### src/rtl/pc_unit.sv
// ---------------------------------------------------------------------------
// pc_unit
//   Program counter for a MIPS-style core. Holds the word address of the
//   current instruction and selects the next one from the sequential,
//   branch, jump and jump-register paths. Also tracks a single level of
//   exception state: the return address (epc) and the exception-level flag
//   (exl).
//
// Parameters
//   RESET_PC   : byte address loaded into the PC on reset
//   EXC_VECTOR : byte address of the exception handler entry
//
// Ports
//   clk      in   1  : clock, all state changes on the rising edge
//   rst      in   1  : synchronous active-high reset
//   stall    in   1  : hold PC, epc and exl this cycle
//   npc_op   in   2  : next-PC select (00 seq, 01 branch, 10 jump, 11 jr)
//   br_taken in   1  : branch condition, used only when npc_op = 01
//   imm16    in  16  : signed branch offset in words
//   target26 in  26  : jump target in words
//   rs_val   in  32  : jump-register target byte address
//   exc_req  in   1  : exception or interrupt request
//   eret     in   1  : return-from-exception request
//   addr     out 30  : registered word address of the current instruction
//   pc4      out 32  : byte PC + 4 (combinational)
//   epc      out 32  : registered exception return byte address
//   exl      out  1  : registered exception-level flag
// ---------------------------------------------------------------------------
module pc_unit #(
  parameter logic [31:0] RESET_PC   = 32'h0000_0000,
  parameter logic [31:0] EXC_VECTOR = 32'h0000_4180
) (
  input  logic        clk,
  input  logic        rst,
  input  logic        stall,
  input  logic [1:0]  npc_op,
  input  logic        br_taken,
  input  logic [15:0] imm16,
  input  logic [25:0] target26,
  input  logic [31:0] rs_val,
  input  logic        exc_req,
  input  logic        eret,
  output logic [29:0] addr,
  output logic [31:0] pc4,
  output logic [31:0] epc,
  output logic        exl
);

  typedef enum logic [1:0] {
    NPC_SEQ    = 2'b00,
    NPC_BRANCH = 2'b01,
    NPC_JUMP   = 2'b10,
    NPC_JR     = 2'b11
  } npc_op_e;

  logic [29:0] addr_q, addr_d;
  logic [31:0] epc_q, epc_d;
  logic        exl_q, exl_d;

  logic [29:0] seqAddr;
  logic [29:0] brAddr;
  logic [29:0] jumpAddr;
  logic [29:0] jrAddr;
  logic [29:0] npcAddr;
  logic        takeExc;
  logic        takeEret;
  npc_op_e     npcSel;

  // Byte PC + 4; the 32-bit add wraps naturally so the top word rolls to 0.
  assign pc4 = {addr_q, 2'b00} + 32'd4;

  // Candidate word addresses for each next-PC source. All sums are 30 bits
  // wide, which gives the modulo 2^30 word arithmetic for free.
  assign seqAddr  = pc4[31:2];
  assign brAddr   = pc4[31:2] + {{14{imm16[15]}}, imm16};
  assign jumpAddr = {pc4[31:28], target26};
  assign jrAddr   = rs_val[31:2];

  // Exceptions are only taken outside the handler; eret only inside it.
  // Because the two conditions depend on opposite exl values, eret wins
  // automatically whenever both requests are raised while exl is set.
  assign takeExc  = exc_req & ~exl_q;
  assign takeEret = eret & exl_q;

  assign npcSel = npc_op_e'(npc_op);

  // Normal next-PC mux, used when no exception, eret or stall intervenes.
  always_comb begin
    npcAddr = seqAddr;
    unique case (npcSel)
      NPC_SEQ:    npcAddr = seqAddr;
      NPC_BRANCH: npcAddr = br_taken ? brAddr : seqAddr;
      NPC_JUMP:   npcAddr = jumpAddr;
      NPC_JR:     npcAddr = jrAddr;
      default:    npcAddr = seqAddr;
    endcase
  end

  // Next-state selection: exception entry, exception return, stall, then
  // the ordinary next-PC path. Reset is applied in the register process.
  always_comb begin
    addr_d = addr_q;
    epc_d  = epc_q;
    exl_d  = exl_q;
    if (takeExc) begin
      epc_d  = {addr_q, 2'b00};
      addr_d = EXC_VECTOR[31:2];
      exl_d  = 1'b1;
    end else if (takeEret) begin
      addr_d = epc_q[31:2];
      exl_d  = 1'b0;
    end else if (!stall) begin
      addr_d = npcAddr;
    end
  end

  // State registers with synchronous reset overriding every other input.
  always_ff @(posedge clk) begin
    if (rst) begin
      addr_q <= RESET_PC[31:2];
      epc_q  <= 32'h0000_0000;
      exl_q  <= 1'b0;
    end else begin
      addr_q <= addr_d;
      epc_q  <= epc_d;
      exl_q  <= exl_d;
    end
  end

  assign addr = addr_q;
  assign epc  = epc_q;
  assign exl  = exl_q;

endmodule

### config.mk
export PLATFORM = sky130hd
export DESIGN_NAME = pc_unit
export DESIGN_NICKNAME = d
export VERILOG_FILES = /design/src/rtl/pc_unit.sv
export SDC_FILE = /design/constraint.sdc
export NUM_CORES = 1
export LEC_CHECK = 0
export CAP_MARGIN = 20
export CORE_MARGIN = 2
export CORE_UTILIZATION = 52
export DETAILED_ROUTE_END_ITERATION = 16
export GPL_ROUTABILITY_DRIVEN = 0
export PLACE_DENSITY = 0.88
export RECOVER_POWER = 100
export SLEW_MARGIN = 20
export SYNTH_ARGS = -nofsm -noshare
export SYNTH_HDL_FRONTEND = slang
export SYNTH_SLANG_ARGS = --single-unit
### constraint.sdc
create_clock -name clk -period 7.4 [get_ports clk]
set_clock_uncertainty 0.1 [all_clocks]
set_input_delay 1.48 -clock clk [delete_from_list [all_inputs] [get_ports clk]]
set_output_delay 1.48 -clock clk [all_outputs]
set_load 0.02 [all_outputs]
# Word level (Yosys, flattened, before mapping)
# Cells that the tools add are included.
# W data, S select, Z words.
# word_totals
register_bits	61
input_bits	82
out_inout_bits	95
# classes
addsub	2
n_eq_ne	5
mux	7
n_bitwise	3
reduce_logical	3
# op_table
operator	n
$pmux W30 S4	1
$mux W30	3
$add A32 B3 Y32 const B	1
$add A30 B30 Y30	1
$mux W13	1
$eq A2 B2 Y1 const B	2
$ne A3 B1 Y1 const B	1
$and A1 B1 Y1	2
$eq A2 B1 Y1 const B	1
$logic_not A2 Y1	1
$mux W1	2
$ne A2 B1 Y1 const B	1
$reduce_bool A2 Y1	1
$reduce_or A2 Y1	1
$not A1 Y1	1

# Logic depth before layout (Yosys ltp)
# depth
word_depth	7
depth_mapped	17
ltp_nobuf	16

# Least setup slack after synthesis
# No wires, ideal clock.
# synth_timing
path_type	flip-flop to flip-flop
startpoint	register addr_q[13], in the netlist addr[13]
endpoint	register addr_q[25], in the netlist addr[25]
arrival_time_ns	4.075
t_required_ns	7.221
path_slack_ns	3.145
path_stages_with_launch	16
n_path_buf	1
synth_period_minus_slack_ns	4.255
cell_sequence	dfxtp_1 > buf_2 > and4_1 > nand3_1 > nor4_4 > nand3_1 > xnor2_1 > ha_1 > a21o_1 > a21o_1 > or3_1 > a311oi_1 > or3_1 > xnor2_1 > a21oi_1 > a211oi_2
# synth_between
elab_chain_len	6
# synth_lines
item	line	rtl
start: declaration	56	logic [29:0] addr_q, addr_d;
start signal: assignment	120	addr_q <= RESET_PC[31:2];
start signal: assignment	124	addr_q <= addr_d;
$add A32 B3 Y32	70	assign pc4 = {addr_q, 2'b00} + 32'd4;
named net pc4[23]	44	output logic [31:0] pc4,
$add A30 B30 Y30	75	assign brAddr = pc4[31:2] + {{14{imm16[15]}}, imm16};
$mux W30	92	NPC_BRANCH: npcAddr = br_taken ? brAddr : seqAddr;
$pmux W30 S4	90	unique case (npcSel)
$mux W30	112	end else if (!stall) begin
$mux W30	109	end else if (takeEret) begin
# The timed path passes the listed nets, and every way through them passes these cells. The select of a mux whose other input is x is not followed.
# A chain may end at the register's enable or synchronous reset.

# Worst setup path in the final report
# layout_timing
startpoint	register addr_q[13], in the netlist addr[13]
endpoint	output pc4[31]
# layout_between
elab_chain_len	1
# layout_lines
item	line
$add A32 B3 Y32	70
end: declaration	44
# No other way between the ends.

==> metrics.md <==
| Metric | Value |
|---|---|
| Area Growth Syn to Fin | 34.51% |
| Slew @ Worst Pin | 1748 ps |
| Die Height | 107.8 µm |
| H-tree levels | 3 |
| Total global routing overflow | 0 |
| Top FF cell, synth | dfxtp_1 |
| Pwr dens | 154.5 mW/mm² |
| Post-route DRC | 0 |
| TritonCTS Buffers | 9 |
| Total global-route track usage | 35.25% |
| First-pass GRT wire length | 32.49 mm |
| Post-Route WL | 20.81 mm |
| Setup ws final | 1460 ps |
| Syn avg cell area | 7.228 µm² |
| Register area share after synthesis | 21.80% |
| Setup WS pre-CTS | 2410 ps |
| Peak Freq | 168.4 MHz |
| Initial drt markers | 882 |
| Synth top area cells | dfxtp_1, a21oi_1, nand2_1 |
| Pwr Total | 1.164 mW |
| Worst Hold Depth | 2 |
| Final Hold Vio Count | 0 |
| Reg-to-reg slack, setup | 1750 ps |
| Drt pass-1 iters | 6 |
| Max FO, Critical Path | 10 |
| Slew margin rel. | -17.64% |
| Setup Buffers After CTS | 0 |
| CTS Buffer Depth | 2 |
| Minimum clock period | 5940 ps |
| Arrival time worst endpoint | 4360 ps |
| Failing checks | max-capacitance violations, max-slew violations |
| Ratio of final minimum period to clock period | 80.27% |
| R2r worst-path depth | 15 |
| Core area | 0.01037 mm² |
| Clock Latency Late Sink | 350 ps |
| Effective utilization at floorplan | 54.02% |
| Post-synth cell types | 63 |
| Sink Count | 61 |
| Crit-path max cell delay | 1450 ps |
| Fin Setup TNS | 0 ps |
| Initial antenna violation count | 0 |
| Yosys Warn Count | 0 |
| CTS resizes | 0 |
| Number of antenna diodes | 0 |
| Final HPWL DP | 15.49 mm |
| CTS tree | built |
| Max cap viols | 1 |
| Die Wd | 107.8 µm |
| Post-route ant nets | 0 |
| HP Class | register to register |
| Outcome | finished, violations left |
| Area share of the largest cell type after synthesis | 21.80% |
| Setup Viol. Count Final | 0 |
| Fin Hold WS | 375.7 ps |
| Vias in the first global route | 6250 |
| CTS root buffer | clkbuf_8 |
| Final nets | 1029 |
| Cells after synthesis | 775 |
| Crit-path cells | and4_1 > nand3_1 > nor4_1 > nand3_1 > xnor2_1 > dlygate4sd3_1 |
| Max Slew Vio Count | 11 |
| R2R Path End | addr[25]$_SDFFE_PP0P_ |
| Max IR drop VDD | 0.0001306 V |
| Synthesized area | 0.005602 mm² |
| Num rows | 37 |
| Port bufs | 170 |
| Reg-to-reg startpoint | addr[13]$_SDFFE_PP0P_ |
| CP Launch Point | addr[13]$_SDFFE_PP0P_ |
| Largest net degree at the start of global routing | 52 |
| Static Leak | 3.149 nW |
| Vias/cell | 6.557 |
| Die footprint | 0.01162 mm² |
| Post-synthesis register bit count | 61 |
| CP max-delay cell | nor4_1 |
| Most used cell, CP | nand3_1 |
| Worst Setup Start Kind | register |
| Area leader, netlist | dfxtp_1 |
| Min-Delay Startpoint | epc[8]$_SDFFE_PP0P_ |
| Number of enable flip-flop cells after synthesis | 0 |
| Worst-path clk slew | 70 ps |
| RSZ-0062 raised after global routing | no |
| Cts hold-fix bufs | 0 |
| Hold Path End | epc[8]$_SDFFE_PP0P_ |
| Worst Setup Path Type | register to output port |
| CP endpoint kind | output port |
| Wire per inst | 19.76 µm |
| Via count | 6904 |
| Ratio of cells with drive above 1 in the final layout | 4.580% |
| Ys async rst share | 0% |
| I/O pin cnt | 177 |
| Worst path required time | 5820 ps |
## stage by stage
step / area, µm² / cells / utilization [%]
finish: 7535 / 1053 / 72.66
global route: 7535 / 1053 / 72.66
CTS: 7575 / 1053 / 73.05
detailed placement: 7317 / 1037 / 70.56
global placement: 7317 / 1037 / 70.56
floorplan: 5613 / 778 / -
## worst max-delay path by stage
stage                             to  slack (ps)
5_1_grt                      pc4[31]        1330
3_5_place_dp   addr[26]$_SDFFE_PP0P_        2410
6_report                     pc4[31]        1460
3_3_place_gp   addr[26]$_SDFFE_PP0P_        2600
4_1_cts                      pc4[23]        2460
2_1_floorplan  addr[25]$_SDFFE_PP0P_        3150
## cell families (layout without fill, tap and decap cells)
| logic type | Yosys count | after routing | synth area share (%) |
|---|---|---|---|
| and+or+nand+nor | 272 | 272 | 23.21 |
| muxes | 18 | 18 | 3.418 |
| AOI/OAI and AO/OA | 264 | 264 | 30.27 |
| adders and majority gates | 35 | 35 | 7.952 |
| buffers and inverters | 72 | 211 | 5.160 |
| xor gates and xnor gates | 52 | 52 | 8.131 |
| DFF | 61 | 61 | 21.80 |
| other | 1 | 4 | 0.06694 |
## cell type report
class | count | area, µm²
multi-input combinational | 645 | 4069
fill | 782 | 2835
timing repair buffer | 178 | 1753
sequential | 61 | 1221
tap | 136 | 170.2
clock buffer | 11 | 151.4
clock inverter | 5 | 106.4
inverter | 17 | 63.81
## placed cells by master (no fill, tap or decap), types with 10 or more instances in the layout
cell and n:
a21oi_1 90, a211oi_1 13, nor2_1 43, clkbuf_8 11
nand2_1 118, ha_1 34, nand3_1 28, nand2b_1 11
and3_1 12, o211ai_1 17, clkdlybuf4s50_1 77, dlygate4sd3_1 92
xor2_1 14, nor3_1 14, dfxtp_1 61, a21o_1 16
inv_1 17, xnor2_1 38, o21ai_0 52, a221oi_1 10
## power breakdown
group / switching [mW] / internal, mW
logic: 0.234 / 0.174
registers: 0.0276 / 0.344
clock network: 0.142 / 0.243
## layer usage
layer	vias up	part of all wire [%]	track usage, %
li1	3097	-	-
met1	3129	38	48.56
met2	577	44	55.21
met3	101	14	6.780
met4	0	3.8	11.45
met5	-	0	0
## synthesized netlist by cell type (13+ instances only)
master    number
dfxtp_1       61
ha_1          34
nor2_1        43
a21o_1        16
clkbuf_1      44
a21oi_1       90
o21ai_0       51
a211oi_1      13
xor2_1        14
nor3_1        14
nand2_1      118
xnor2_1       38
o211ai_1      17
inv_1         17
nand3_1       28
## worst max-delay path, delay by kind of cell, from the launching register on
kind                   cells  cell delay (ps)
AND/OR/NAND/NOR            4             2220
buffers and inverters      1              740
flip-flops                 1              550
XOR/XNOR                   1              490
## sequential cells by signal (all words and copies together) (netlist names)
register / flops
addr: 30
epc: 30
exl: 1
(Power assumes the default switching activity.)
